### config.mk
export PLATFORM = sky130hd
export DESIGN_NAME = fir_par2ser
export DESIGN_NICKNAME = d
export VERILOG_FILES = /design/src/rtl/fir_par2ser.sv
export SDC_FILE = /design/constraint.sdc
export NUM_CORES = 1
export LEC_CHECK = 0
export ABC_AREA = 1
export CORE_MARGIN = 3
export CORE_UTILIZATION = 58
export DETAILED_ROUTE_END_ITERATION = 10
export PLACE_DENSITY = 0.85
export SLEW_MARGIN = 20
export SYNTH_ARGS = -nofsm -noshare
export SYNTH_HDL_FRONTEND = slang
export SYNTH_SLANG_ARGS = --single-unit
### constraint.sdc
create_clock -name clk -period 7.22 [get_ports clk]
set_clock_uncertainty 0.15 [all_clocks]
set_input_delay 1.083 -clock clk [delete_from_list [all_inputs] [get_ports clk]]
set_output_delay 1.083 -clock clk [all_outputs]
set_load 0.01 [all_outputs]
### src/rtl/fir_par2ser.sv
// Collects 3-sample output blocks from a 3-lane parallel FIR into a block FIFO
// and replays them one sample per valid/ready transfer, oldest sample first.
//
// Pop lane FSM
//   state | meaning
//   S0    | presenting y1 of the block at rd_ptr
//   S1    | presenting y2 of the block at rd_ptr
//   S2    | presenting y3; a transfer here frees the block
module fir_par2ser #(
  parameter int W     = 32,
  parameter int DEPTH = 4
) (
  input  logic                       clk,
  input  logic                       rst,
  input  logic                       in_valid,
  output logic                       in_ready,
  input  logic [W-1:0]               y1,
  input  logic [W-1:0]               y2,
  input  logic [W-1:0]               y3,
  output logic                       out_valid,
  input  logic                       out_ready,
  output logic [W-1:0]               out_data,
  output logic                       overflow,
  output logic [$clog2(DEPTH):0]     level
);

  localparam int AW = $clog2(DEPTH);
  localparam int LW = AW + 1;
  localparam logic [LW-1:0] FULL = LW'(DEPTH);

  typedef enum logic [1:0] {
    S0 = 2'd0,
    S1 = 2'd1,
    S2 = 2'd2
  } lane_t;

  lane_t lane, lane_nxt;

  logic [W-1:0]  mem0 [DEPTH];
  logic [W-1:0]  mem1 [DEPTH];
  logic [W-1:0]  mem2 [DEPTH];
  logic [AW-1:0] wr_ptr, rd_ptr;
  logic          push, drop, xfer, pop_blk;

  // Both handshake outputs come from level alone, so no ready/valid loops.
  assign in_ready  = (level != FULL);
  assign out_valid = (level != '0);

  always_comb begin
    push     = in_valid && in_ready;
    drop     = in_valid && !in_ready;
    xfer     = out_valid && out_ready;
    lane_nxt = lane;
    pop_blk  = 1'b0;
    out_data = '0;
    if (xfer) begin
      case (lane)
        S0: lane_nxt = S1;
        S1: lane_nxt = S2;
        S2: begin
          lane_nxt = S0;
          pop_blk  = 1'b1;
        end
        default: lane_nxt = S0;
      endcase
    end
    if (out_valid) begin
      case (lane)
        S0:      out_data = mem0[rd_ptr];
        S1:      out_data = mem1[rd_ptr];
        S2:      out_data = mem2[rd_ptr];
        default: out_data = '0;
      endcase
    end
  end

  always_ff @(posedge clk) begin
    if (rst) begin
      lane     <= S0;
      wr_ptr   <= '0;
      rd_ptr   <= '0;
      level    <= '0;
      overflow <= 1'b0;
    end else begin
      lane <= lane_nxt;
      if (push)    wr_ptr <= wr_ptr + AW'(1);
      if (pop_blk) rd_ptr <= rd_ptr + AW'(1);
      case ({push, pop_blk})
        2'b10:   level <= level + LW'(1);
        2'b01:   level <= level - LW'(1);
        default: level <= level;
      endcase
      if (drop) overflow <= 1'b1;
    end
  end

  // Storage is not reset; level gates every read.
  always_ff @(posedge clk) begin
    if (push) begin
      mem0[wr_ptr] <= y1;
      mem1[wr_ptr] <= y2;
      mem2[wr_ptr] <= y3;
    end
  end

endmodule

==> results.cfg <==
[clock_tree]
max-clock-path-buffers = 3
hold_buffers = 0
clock_latency_ns = 0.53
cts.sink_count = 396
cts_tree = done
post_cts_resized = 0
cts_setup_buffers = 0
cts.root.buffer_cell = clkbuf_16
htreeDepth = 2
clk_pin_slew_ns = 0.06
cts_buffers = 40

[timing]
finalCritPeriodShare = 0.708
finalCriticalPeriod_ns = 5.12
fin_hold_ws_ns = 0.302
hold_viol = 0
fmax_mhz = 195
worst_pin_slew_ns = 1.08
final.setup.tns_ns = 0
setup_violations = 0
rsz0062_at_grt = no
drv_slew = 0
slew_headroom = 0.278

[place]
gp_congestion = 0.803
postPlaceCellArea_mm2 = 0.0191
detailed_place_hpwl_um = 24500
portBuffers = 137

[setup_path]
critPathMaxFanout = 98
cp.arrival_ns = 3.88
end_kind = output pin
worstSetupPathType = reg -> out
rr_worst_depth = 11
cp-start-kind = flip-flop
critPathRequiredTime_ns = 5.99

[cells_and_area]
nFillCells = 1942
syn2layout_area_growth_pct = 17.0
drive_gt1_frac = 0.0435
layout_commonest_cell = nand2_1
fin_area_mm2 = 0.0204
final_util = 0.700
final_cell_mix = 619 x nand2_1, 432 x inv_1, 384 x edfxtp_1
nets = 2009

[global_routing]
track_usage = 0.253
grt_pass1_vias = 12300
antenna_found_initial = 7
grt_pass1_wl_um = 64900
grt-ovfl-total = 0
grt_max_degree = 99

[detailed_routing]
routed_wl_um = 41800
vias = 12400
ant_nets = 0
drt_first_pass_iters = 6
drt-initial-drc-count = 1712
wire_per_inst_um = 18.0
post-route-drc-count = 0
routed_via_density = 5.36

[logic_synthesis]
synthAdderAreaFrac = 0.00473
synth_top_family_by_area = simple AND/OR/NAND/NOR gates
ys.warnings.count = 0
syn_nets = 1891
synth_xor_area_frac = 0.000502
ys_types = 21
synth.ff_latch_count = 396
syn_inst = 1785
synth_seq_area_share = 0.674
muxShareOfSynthArea = 0
syn_area_per_cell_um2 = 9.78
synth_area_mm2 = 0.0175
synth_compound_area_frac = 0.00430
synth-simple-area-share = 0.202

[pwr]
vdd_drop_max_uv = 197
p_per_area_mw_per_mm2 = 252
p_leak_nw = 9.24

[run_status]
status = completed

[die]
die_w_um = 179
die_height_um = 179
rows = 62
core-area_mm2 = 0.0292
start_util = 0.598
die-area_mm2 = 0.0322
ios = 138

[hold_path]
min_path_type = reg -> reg
min_path_cells = 2

[job]
drv_cap = 0
final cells by class:
cell class                 instances  area (um2)  area share
inverter                         434        1640      0.0801
sequential                       396       11800       0.577
clock buffer                      48        1030      0.0505
multi-input combinational        879        3730       0.183
antenna                            3        7.51    0.000368
timing repair buffer             152        1500      0.0736
clock inverter                    24         254      0.0124
tap                              384         480      0.0235
flip-flops by register name, summed over array words and instances, names as in the netlist, named ones only:
register	cells
mem0	128
mem1	128
mem2	128
level	3
lane	2
rd_ptr	2
wr_ptr	2
overflow	1
path summary, 6_finish.rpt:
path         slack [ns]       from            to
min                0.30   overflow      overflow
max                2.10  flip-flop  out_data[12]
max reg2reg        4.13   level[0]      level[2]
min reg2reg        0.30   overflow      overflow
synth_stat cells:
library cell	number	area (um2)
nand2_1	619	2320
inv_1	432	1620
edfxtp_1	384	11500
nand3_1	226	1130
buf_2	53	265
clkbuf_1	12	45.0
dfxtp_1	12	240
nor2_1	11	41.3
a21oi_1	8	40.0
buf_1	6	22.5
buf_4	5	37.5
ha_1	5	62.6
a211oi_1	3	22.5
inv_2	2	7.51
fa_1	1	20.0
nand3_2	1	10.0
nand4_1	1	6.26
nor3b_1	1	7.51
o21ai_0	1	5.00
o21bai_1	1	7.51
xor2_1	1	8.76
worst max-delay path: stages (launching register included):
cell and delay (ns):
dfxtp_4 0.50, inv_6 0.58, buf_4 0.89, nand2_1 0.13
nand3_1 0.14, nand2_1 0.10, nand2_1 0.16, nand3_1 0.09
nand2_1 0.08, inv_1 0.08, clkdlybuf4s50_1 0.49
metal layers:
metal | GRT usage | wire length, um
met1 | 0.325 | 15700
met2 | 0.425 | 20700
met3 | 0.0532 | 4240
met4 | 0.0984 | 1100
met5 | 0 | 69
where the power goes:
part / internal [mW] / switching, mW / total [mW] / leakage [nW]
clock: 1.17 / 0.866 / 2.04 / 0.622
sequential: 2.63 / 0.0255 / 2.66 / 3.62
combinational: 0.169 / 0.277 / 0.446 / 4.99
cells by family (layout without fill, tap and decap cells):
kind of cell / after synthesis / count (layout)
simple gates: 859 / 859
compound gates: 13 / 13
flops: 396 / 396
buf+inv: 510 / 658
fa+ha+maj: 6 / 6
xor+xnor: 1 / 1
other cells: 0 / 3
stage by stage:
stage          setup WS (ns)  instances  power [mW]
3_5_place_dp            2.82       2244        3.14
6_report                2.10       2320        5.14
5_1_grt                 1.90       2319        5.30
3_3_place_gp            2.91       2244        3.12
4_1_cts                 2.20       2316        5.15
2_1_floorplan           1.25       1785        2.93
(Power assumes the default switching activity.)
